--- src/rtl/fetch_queue.sv ---
// fetch_queue
// Instruction fetch queue between the fetch stage and decode. Show-ahead FIFO
// of {instruction, PC} pairs with a flush that discards every queued entry and
// keeps a saturating tally of how many entries were thrown away.
//
// Ports
//   clk          rising-edge clock for all state
//   rst_n        asynchronous active-low reset
//   flush        discard all queued entries (branch/halt redirect)
//   in_valid     fetch stage presents an entry
//   in_ready     queue accepts an entry this cycle (count != DEPTH)
//   in_instr     instruction word
//   in_pc        PC of in_instr
//   out_valid    head entry valid toward decode (count != 0)
//   out_ready    decode consumes the head entry
//   out_instr    head instruction word
//   out_pc       head PC
//   count        current occupancy
//   flushed_cnt  saturating count of entries discarded by flush
module fetch_queue #(
    parameter int DATA_W = 16,
    parameter int PC_W   = 16,
    parameter int DEPTH  = 4
) (
    input  logic                     clk,
    input  logic                     rst_n,
    input  logic                     flush,
    input  logic                     in_valid,
    output logic                     in_ready,
    input  logic [DATA_W-1:0]        in_instr,
    input  logic [PC_W-1:0]          in_pc,
    output logic                     out_valid,
    input  logic                     out_ready,
    output logic [DATA_W-1:0]        out_instr,
    output logic [PC_W-1:0]          out_pc,
    output logic [$clog2(DEPTH):0]   count,
    output logic [7:0]               flushed_cnt
);

    localparam int AW = $clog2(DEPTH);
    localparam int CW = AW + 1;

    generate
        if (DEPTH < 2 || DEPTH > 16 || (DEPTH & (DEPTH - 1)) != 0) begin : g_bad_depth
            $error("fetch_queue: DEPTH must be a power of two between 2 and 16");
        end
    endgenerate

    logic [DATA_W-1:0] mem_instr [DEPTH];
    logic [PC_W-1:0]   mem_pc    [DEPTH];

    logic [AW-1:0] wr_ptr;
    logic [AW-1:0] rd_ptr;
    logic [CW-1:0] count_q;
    logic [7:0]    flushed_q;
    // Set on the first edge after reset release; pushes are held off until
    // then so the queue never captures data on the release edge itself.
    logic          run_q;

    logic          push;
    logic          pop;
    logic [9:0]    flush_sum;

    assign in_ready    = (count_q != CW'(DEPTH));
    assign out_valid   = (count_q != '0);
    assign count       = count_q;
    assign flushed_cnt = flushed_q;

    assign push = in_valid && in_ready && !flush && run_q;
    assign pop  = out_valid && out_ready && !flush;

    // Wide enough for 255 + DEPTH + 1 so the saturation compare cannot wrap.
    assign flush_sum = {2'b00, flushed_q} + 10'(count_q) + 10'(in_valid && in_ready);

    assign out_instr = mem_instr[rd_ptr];
    assign out_pc    = mem_pc[rd_ptr];

    // Storage needs no reset; occupancy alone decides what is visible.
    always_ff @(posedge clk) begin
        if (push) begin
            mem_instr[wr_ptr] <= in_instr;
            mem_pc[wr_ptr]    <= in_pc;
        end
    end

    always_ff @(posedge clk or negedge rst_n) begin
        if (!rst_n) begin
            run_q <= 1'b0;
        end else begin
            run_q <= 1'b1;
        end
    end

    always_ff @(posedge clk or negedge rst_n) begin
        if (!rst_n) begin
            wr_ptr    <= '0;
            rd_ptr    <= '0;
            count_q   <= '0;
            flushed_q <= '0;
        end else if (flush) begin
            wr_ptr    <= '0;
            rd_ptr    <= '0;
            count_q   <= '0;
            flushed_q <= (flush_sum > 10'd255) ? 8'd255 : flush_sum[7:0];
        end else begin
            // DEPTH is a power of two, so natural pointer overflow wraps
            // DEPTH-1 back to 0.
            if (push) begin
                wr_ptr <= wr_ptr + 1'b1;
            end
            if (pop) begin
                rd_ptr <= rd_ptr + 1'b1;
            end
            case ({push, pop})
                2'b10:   count_q <= count_q + 1'b1;
                2'b01:   count_q <= count_q - 1'b1;
                default: count_q <= count_q;
            endcase
        end
    end

endmodule
--- config.mk ---
export PLATFORM = sky130hd
export DESIGN_NAME = fetch_queue
export DESIGN_NICKNAME = d
export VERILOG_FILES = /design/src/rtl/fetch_queue.sv
export SDC_FILE = /design/constraint.sdc
export NUM_CORES = 1
export LEC_CHECK = 0
export ABC_AREA = 1
export CAP_MARGIN = 15
export CELL_PAD_IN_SITES_DETAIL_PLACEMENT = 1
export CELL_PAD_IN_SITES_GLOBAL_PLACEMENT = 1
export CORE_ASPECT_RATIO = 0.9
export CORE_UTILIZATION = 49
export CTS_BUF_LIST = sky130_fd_sc_hd__clkbuf_4 sky130_fd_sc_hd__clkbuf_8
export CTS_CLUSTER_SIZE = 24
export DETAILED_ROUTE_END_ITERATION = 6
export PLACE_DENSITY_LB_ADDON = 0.1
export SLEW_MARGIN = 20
export SYNTH_ARGS = -nofsm -noshare
export SYNTH_HDL_FRONTEND = slang
export SYNTH_SLANG_ARGS = --single-unit
--- constraint.sdc ---
create_clock -name clk -period 6.35 [get_ports clk]
set_input_delay 0.9525 -clock clk [delete_from_list [all_inputs] [get_ports clk]]
set_output_delay 0.9525 -clock clk [all_outputs]
set_load 0.01 [all_outputs]
[Yosys cells after proc, flatten, opt, wreduce, memory -nomap -nowiden]
Memory sizes are Yosys's and may differ from the RTL's.
Cells that the tools add are included.
Cells by class
  add/sub/neg operators: 6
  equal/unequal tests: 3
  $mul: 0
  bitwise gates (word level): 0
  reductions and logical operators: 10
  mux-type cells: 9
  order comparisons: 1
  shift operators: 0
  divide/modulo/power cells: 0
Operators with widths (count)
  $add A9 B1 Y10: 1
  $gt A10 B8 Y1 const B: 1
  $add A8 B3 Y9: 1
  $mux W2: 4
  $mux W8: 1
  $pmux W3 S2: 1
  $reduce_bool A3 Y1: 2
  $logic_and A1 B1 Y1: 5
  $add A2 B1 Y2 const B: 2
  $reduce_bool A2 Y1: 2
  $add A3 B1 Y3 const B: 1
  $mux W3: 1
  $ne A3 B3 Y1 const B: 1
  $sub A3 B1 Y3 const B: 1
  $eq A2 B1 Y1 const B: 1
  $eq A2 B2 Y1 const B: 1
  $mux W1: 2
  $logic_not A1 Y1: 1
Storage, ports and cells
  memories kept: 2
  memory bits (read-only): 0
  bits in writable memories: 128
  bits in registers: 16
  output and inout bits: 45
  input port bits: 37
  logic and storage cells: 36
  bits in latches: 0
Memories
  mem_instr: words 4, bits a word 16, rd ports 1, clocked after Yosys merged registers in 0, wr ports 1, RTL line 49  | logic [DATA_W-1:0] mem_instr [DEPTH];
  mem_pc: words 4, bits a word 16, rd ports 1, clocked after Yosys merged registers in 0, wr ports 1, RTL line 50  | logic [PC_W-1:0] mem_pc [DEPTH];

[Logic depth before layout (Yosys ltp)]
Gate-level depths: netlist (run 1).
  depth in word-level cells: 7
  mapped depth: 13
  gate-level depth less buffers: 13

[Worst setup path after synthesis (run 1)]
Ideal clock, no wire load.
  path kind: input-to-reg
  from: input flush
  to: memory mem_instr[0][0] (enable)
  data required time: 5.929 ns
  setup time: 0.421 ns
  setup slack: 3.196 ns
  arrival time: 2.733 ns
  stages on the path: 3
  path buffers: 0
  cells stage by stage: nor2_1 > nand3_4 > nor2_1
Between the ends
  word-level cells in the longest chain between the ends: 5
RTL lines
  start, declared: RTL line 27  | input logic flush,
  $logic_not A1 Y1: RTL line 69  | assign push = in_valid && in_ready && !flush && run_q;
  $logic_and A1 B1 Y1 (2 in a row): RTL line 69
  $mux W1: RTL line 80  | if (push) begin
  $mux W1 (implied by the code): RTL line 81  | mem_instr[wr_ptr] <= in_instr;
  end, declared: RTL line 49
No other way between the ends.

[Worst setup path after layout (run 1)]
  from: register rd_ptr[0]
  to: output out_instr[2]
Between the ends
  word-level cells in the longest chain between the ends: 1
RTL lines
  start, declared: RTL line 53  | logic [AW-1:0] rd_ptr;
  start signal, assigned: RTL line 112  | rd_ptr <= rd_ptr + 1'b1;
  $mem_v2 Z4 W16
  end, declared: RTL line 34  | output logic [DATA_W-1:0] out_instr,
No other way between the ends.

==> results.yml, run 1 <==
sta:
  tns_ns: 0
  max_freq_mhz: 244.8
  slew_headroom_pct: 28.24
  post-route-period-util_pct: 64.33
  worstMarginPinSlew_ns: 1.075
  fin_skew_ns: 0.009195
  rsz0062_at_grt: "false"
  setup_viol: 0
  final.min_clock_period_ns: 4.085
  maxSlewViolCount: 0
  hold_slack_ns: 0.5585
  hold_violations: 0
floorplanning:
  dieArea_mm2: 0.01208
  die-height_um: 104.4
  die_w_um: 115.8
  ios: 82
  row_count: 37
  floorplan.initialDensity_pct: 50.11
  core_region_area_mm2: 0.01139
placed_design:
  postPlaceCellArea_mm2: 0.006646
  place.gp.congestion: 0.7173
  hpwl_um: 7492
  numPortBuffers: 81
final_layout:
  final_layout_size_suffix_gt1_share_pct: 9.579
  num-fill-cells: 1130
  synthToLayoutAreaGrowth_pct: 25.26
  stdcell_area_mm2: 0.007148
  nets: 555
  finish.utilization_pct: 62.77
  antennaDiodeCount: 0
drt:
  vias_per_cell: 5.462
  postRouteAntennaNets: 0
  num_vias: 3703
  route.detailed.drc: 0
  drtIter0Drc: 272
  firstDrtPassIters: 4
  post_drt_wl_per_cell_um: 19.16
  routed_wirelength_um: 12990
worst_setup_path:
  worst_r2r_endpoint: "flushed_cnt[0]"
  critPathKind: "reg2out"
  cp_max_fo: 66
  rr_startpoint: "count[0]"
  rrSetupSlack_ns: 3.74
  endpoint_kind: "output pin"
  ff2ff_path_depth: 12
  crit_path_start_kind: "register"
  worstPathRequired_ns: 5.40
  arrival_ns: 3.13
grt:
  grt.overflow.total: 0
  grtUsageTotal_pct: 23.48
  grt_first_pass_wirelength_um: 20780
  first_global_vias: 4037
  grt_start_max_net_pins: 67
  grt_antenna_before_repair: 0
clock_tree:
  cts-resized-gates: 0
  clock_latency_ns: 0.44
  cts.sinks: 144
  clock_path_buffers: 2
  path_clk_slew_ns: 0.08
  htreeDepth: 4
  clockRootBuffer: "clkbuf_8"
  cts_tree: "built"
  cts_hold_buf: 0
  numCtsBuffers: 17
  cts_setup_buffers: 0
hold_path:
  min-delay-start: "flushed_cnt[2]"
  min_path_cells: 2
  holdPathEnd: "flushed_cnt[2]"
  hold_path.class: "reg2reg"
yosys:
  synth_xor_area_share_pct: 0.3070
  muxShareOfSynthArea_pct: 0
  synth_area_mm2: 0.005707
  synth.net_count: 475
  synth-seq-area-share_pct: 74.37
  synth_warnings: 0
  synth_compound_area_share_pct: 10.79
  syn_inst: 429
  synthAdderAreaFrac_pct: 2.368
  synth_simple_gate_area_share_pct: 9.077
  synth_seq_cells: 144
  syn_area_per_cell_um2: 13.30
  synth_top_family_by_area: "compound AO/OA/AOI/OAI gates"
  synth_cell_types: 32
power_and_ir_drop:
  finalPower_w: 0.002597
  peakVddDrop_uv: 241.7
  leakage_nw: 2.486
  p_per_area_mw_per_mm2: 363.3
flow_run:
  drv_cap: 0
run_status:
  outcome: "finished clean"
[sequential cells by signal (all words and copies together), names as in the netlist]
| name | count |
|---|---|
| wr_ptr | 2 |
| flushed_cnt | 8 |
| mem_instr | 64 |
| run_q | 1 |
| mem_pc | 64 |
| count | 3 |
| rd_ptr | 2 |
[cell type report]
| type | instances | area (um^2) | share of cell area [%] |
|---|---|---|---|
| Tap cell | 156 | 195.2 | 2.731 |
| Multi-Input combinational cell | 244 | 1320 | 18.47 |
| Clock buffer | 18 | 241.5 | 3.378 |
| Inverter | 20 | 75.07 | 1.050 |
| Sequential cell | 144 | 4248 | 59.43 |
| Timing Repair Buffer | 82 | 830.8 | 11.62 |
| Clock inverter | 14 | 237.7 | 3.326 |
[layer usage]
metal	up-vias	GRT usage, %	part of all wire (%)
li1	1715	-	-
met1	1895	29.98	44
met2	81	38.79	51
met3	12	6.469	3.4
met4	0	7.509	1.2
met5	-	0	0
[Yosys cell counts, drive strengths merged]
master,count,area share (%)
fa,3,1.1
edfxtp,128,67
or2,1,0.11
xnor2,1,0.15
o22ai,32,3.5
conb,1,0.066
nand2,25,2.0
nor2,77,5.2
xor2,1,0.15
buf,9,0.92
a21boi,1,0.13
nand4,1,0.11
inv,20,1.3
nand3,16,1.6
dfrtp,16,7.0
o211ai,1,0.13
o21ai,73,6.5
clkbuf,12,0.79
ha,6,1.3
a21oi,4,0.42
o21a,1,0.13
[worst max-delay path: stages, from the launching register on]
cell	delay, ns
dfrtp_4	0.74
inv_2	0.89
o21ai_0	0.19
o22ai_1	0.25
clkdlybuf4s50_1	0.59
[cell families (layout without fill, tap and decap cells)]
family	after synthesis	count (layout)
flip-flops	144	144
AND/OR/NAND/NOR	120	120
AO/OA/AOI/OAI	112	112
buffers and inverters	41	134
adder cells (fa/ha/maj)	9	9
XOR/XNOR	2	2
other	1	1
[worst max path at each step]
stage	from	endpoint	slack [ns]
after floorplan	flush	mem_instr[0][0]	3.20
after global placement	rd_ptr[1]	out_pc[15]	2.54
after detailed placement	rd_ptr[0]	out_instr[15]	2.41
after CTS	rd_ptr[0]	out_instr[15]	1.93
after global routing	rd_ptr[0]	out_instr[8]	2.02
final	rd_ptr[0]	out_instr[2]	2.27
[stage by stage]
| stage | cells | setup slack, ns |
|---|---|---|
| after global placement | 645 | 2.538 |
| after global routing | 678 | 2.022 |
| after CTS | 677 | 1.932 |
| after floorplan | 429 | 3.196 |
| after detailed placement | 645 | 2.410 |
| final | 678 | 2.265 |
[report_power, final]
part / internal (W) / switching (W) / leakage (nW) / total [W]
Clock: 0.000512 / 0.000352 / 0.230 / 0.000863
Combinational: 0.000281 / 0.000292 / 0.903 / 0.000573
Sequential: 0.00108 / 0.0000839 / 1.35 / 0.00116
[placed cells by master (no fill, tap or decap), types with 2 or more instances in the layout]
master and n:
o22ai_1 32, fa_1 3, clkbuf_8 17, nand2_1 21, nor2_4 5, ha_1 6, nand2_4 2, nand3_1 15
o21ai_0 72, edfxtp_1 128, inv_1 17, clkdlybuf4s50_1 81, nand2_2 2, inv_2 3, bufinv_16 6, a21oi_1 3
clkinv_4 2, nor2_1 71, clkinvlp_4 3, dfrtp_1 15
Power figures use the tool's default switching activity.
==> run 2: changes to the inputs <==
--- a/config.mk
+++ b/config.mk
@@ -10,7 +10,7 @@
 export CELL_PAD_IN_SITES_DETAIL_PLACEMENT = 1
 export CELL_PAD_IN_SITES_GLOBAL_PLACEMENT = 1
 export CORE_ASPECT_RATIO = 0.9
-export CORE_UTILIZATION = 49
+export CORE_UTILIZATION = 41
 export CTS_BUF_LIST = sky130_fd_sc_hd__clkbuf_4 sky130_fd_sc_hd__clkbuf_8
 export CTS_CLUSTER_SIZE = 24
 export DETAILED_ROUTE_END_ITERATION = 6
==> constraint.sdc (replaced) <==
create_clock -name clk -period 3.3 [get_ports clk]
set_input_delay 0.495 -clock clk [delete_from_list [all_inputs] [get_ports clk]]
set_output_delay 0.495 -clock clk [all_outputs]
set_load 0.01 [all_outputs]
==> run 2 against run 1 <==
Against the previous run: first-iteration DRC count down 31%; clock skew fell by 0.0035 ns; design area rose by 0.74%; via count down 0.76%; sequential power up 88%; critical path depth rose by 1; flip-flop and latch count stayed put; combinational power up 110%; hold slack got worse by 0.067 ns.
==> results.yml, run 2 (synthesis gave the netlist of run 1 again) <==
clock_tree:
  cts_tree: "built"
  cts.sinks: 144
  clockRootBuffer: "clkbuf_8"
  cts_setup_buffers: 0
  htreeDepth: 4
  clock_path_buffers: 2
  clock_latency_ns: 0.45
  cts_hold_buf: 0
  numCtsBuffers: 17
  cts-resized-gates: 0
  path_clk_slew_ns: 0.08
final_layout:
  antennaDiodeCount: 0
  nets: 568
  synthToLayoutAreaGrowth_pct: 26.18
  final_layout_size_suffix_gt1_share_pct: 11.78
  final_common_cell: "edfxtp_1"
  layout_common_cells: "edfxtp_1 (128), clkdlybuf4s50_1 (81), o21ai_0 (72)"
run_status:
  outcome: "finished clean"
drt:
  num_vias: 3675
  firstDrtPassIters: 4
  post_drt_wl_per_cell_um: 18.08
  routed_wirelength_um: 12710
  route.detailed.drc: 0
  postRouteAntennaNets: 0
  drtIter0Drc: 189
  vias_per_cell: 5.228
placed_design:
  place.gp.congestion: 0.7727
  hpwl_um: 7831
  pre_cts_ws_ns: 0.2449
  numPortBuffers: 81
worst_setup_path:
  arrival_ns: 2.42
  endpoint_kind: "output pin"
  critPathKind: "reg2out"
  crit_path_start_kind: "register"
  ff2ff_path_depth: 12
  cp_max_fo: 34
  worstPathRequired_ns: 2.80
grt:
  grtUsageTotal_pct: 19.19
  first_global_vias: 3842
  grt_start_max_net_pins: 45
  grt_antenna_before_repair: 0
  grt_first_pass_wirelength_um: 20260
  grt.overflow.total: 0
floorplanning:
  die-height_um: 113.9
  row_count: 40
  floorplan.initialDensity_pct: 42.39
  dieArea_mm2: 0.01440
  core_region_area_mm2: 0.01346
  die_w_um: 126.4
  ios: 82
sta:
  rsz0062_at_grt: "false"
  setup_viol: 0
  finalWorstSetupSlack_ns: 0.3802
  slew_headroom_pct: 48.56
  fin_skew_ns: 0.005680
  max_freq_mhz: 342.5
  tns_ns: 0
  final.min_clock_period_ns: 2.920
  post-route-period-util_pct: 88.48
  worstMarginPinSlew_ns: 0.7692
  maxSlewViolCount: 0
  hold_violations: 0
hold_path:
  hold_path.class: "in2async"
power_and_ir_drop:
  finalPower_w: 0.004795
  leakage_nw: 2.542
  p_per_area_mw_per_mm2: 665.9
  peakVddDrop_uv: 296.9
flow_run:
  drv_cap: 0
run 2: cell type report:
type,instances,area [um^2]
Sequential cell,144,4245
Tap cell,168,210.2
Fill cell,1363,6262
Inverter,20,75.07
Clock inverter,9,105.1
Clock buffer,23,304.0
Multi-Input combinational cell,244,1320
Timing Repair Buffer,95,940.9
run 2: through the flow:
stage | cell area [um^2] | hold WS, ns | std cells | util, %
2_1_floorplan | 5707 | 0.1994 | 429 | -
3_3_place_gp | 6792 | 0.5498 | 671 | 50.45
3_5_place_dp | 6792 | 0.5622 | 671 | 50.45
4_1_cts | 7201 | 0.4930 | 703 | 53.49
5_1_grt | 7201 | 0.5369 | 703 | 53.49
6_report | 7201 | 0.4916 | 703 | 53.49
run 2: path summary, 6_finish.rpt:
check	startpoint	to	slack (ns)
max	rd_ptr[0]	out_instr[10]	0.38
min	rst_n	flushed_cnt[5]	0.49
max reg2reg	count[0]	flushed_cnt[2]	0.77
min reg2reg	flushed_cnt[2]	flushed_cnt[2]	0.57
max in group asynchronous	rst_n	rd_ptr[0]	2.28
min in group clk	flushed_cnt[2]	flushed_cnt[2]	0.57
run 2: where the power goes:
part,switching [W],internal (W)
Sequential,0.000113,0.00207
Clock,0.000650,0.000767
Combinational,0.000622,0.000570
run 2: worst max-delay path, cell delays in order, from the launching register on:
cell,delay [ns]
dfrtp_2,0.58
inv_2,0.12
buf_4,0.34
o21ai_0,0.13
o22ai_1,0.21
clkdlybuf4s50_1,0.59
run 2: routing by layer:
layer	vias to the layer above	part of all wire [%]	wire length, um	track usage [%]
met5	-	0	0	0
met4	0	1.6	204	7.711
met3	18	3.5	448	4.784
met2	65	49	6278	32.56
met1	1853	45	5781	23.69
li1	1739	-	-	-
==> run 3: changes to the inputs <==
--- a/config.mk
+++ b/config.mk
@@ -6,6 +6,7 @@
 export NUM_CORES = 1
 export LEC_CHECK = 0
 export ABC_AREA = 1
+export ABC_CLOCK_PERIOD_IN_PS = 3300
 export CAP_MARGIN = 15
 export CELL_PAD_IN_SITES_DETAIL_PLACEMENT = 1
 export CELL_PAD_IN_SITES_GLOBAL_PLACEMENT = 1
@@ -14,6 +15,7 @@
 export CTS_BUF_LIST = sky130_fd_sc_hd__clkbuf_4 sky130_fd_sc_hd__clkbuf_8
 export CTS_CLUSTER_SIZE = 24
 export DETAILED_ROUTE_END_ITERATION = 6
+export GPL_ROUTABILITY_DRIVEN = 0
 export PLACE_DENSITY_LB_ADDON = 0.1
 export SLEW_MARGIN = 20
 export SYNTH_ARGS = -nofsm -noshare
==> results of run 3 <==
Same layout as run 2: the final DEF is identical, and so are final timing and power.
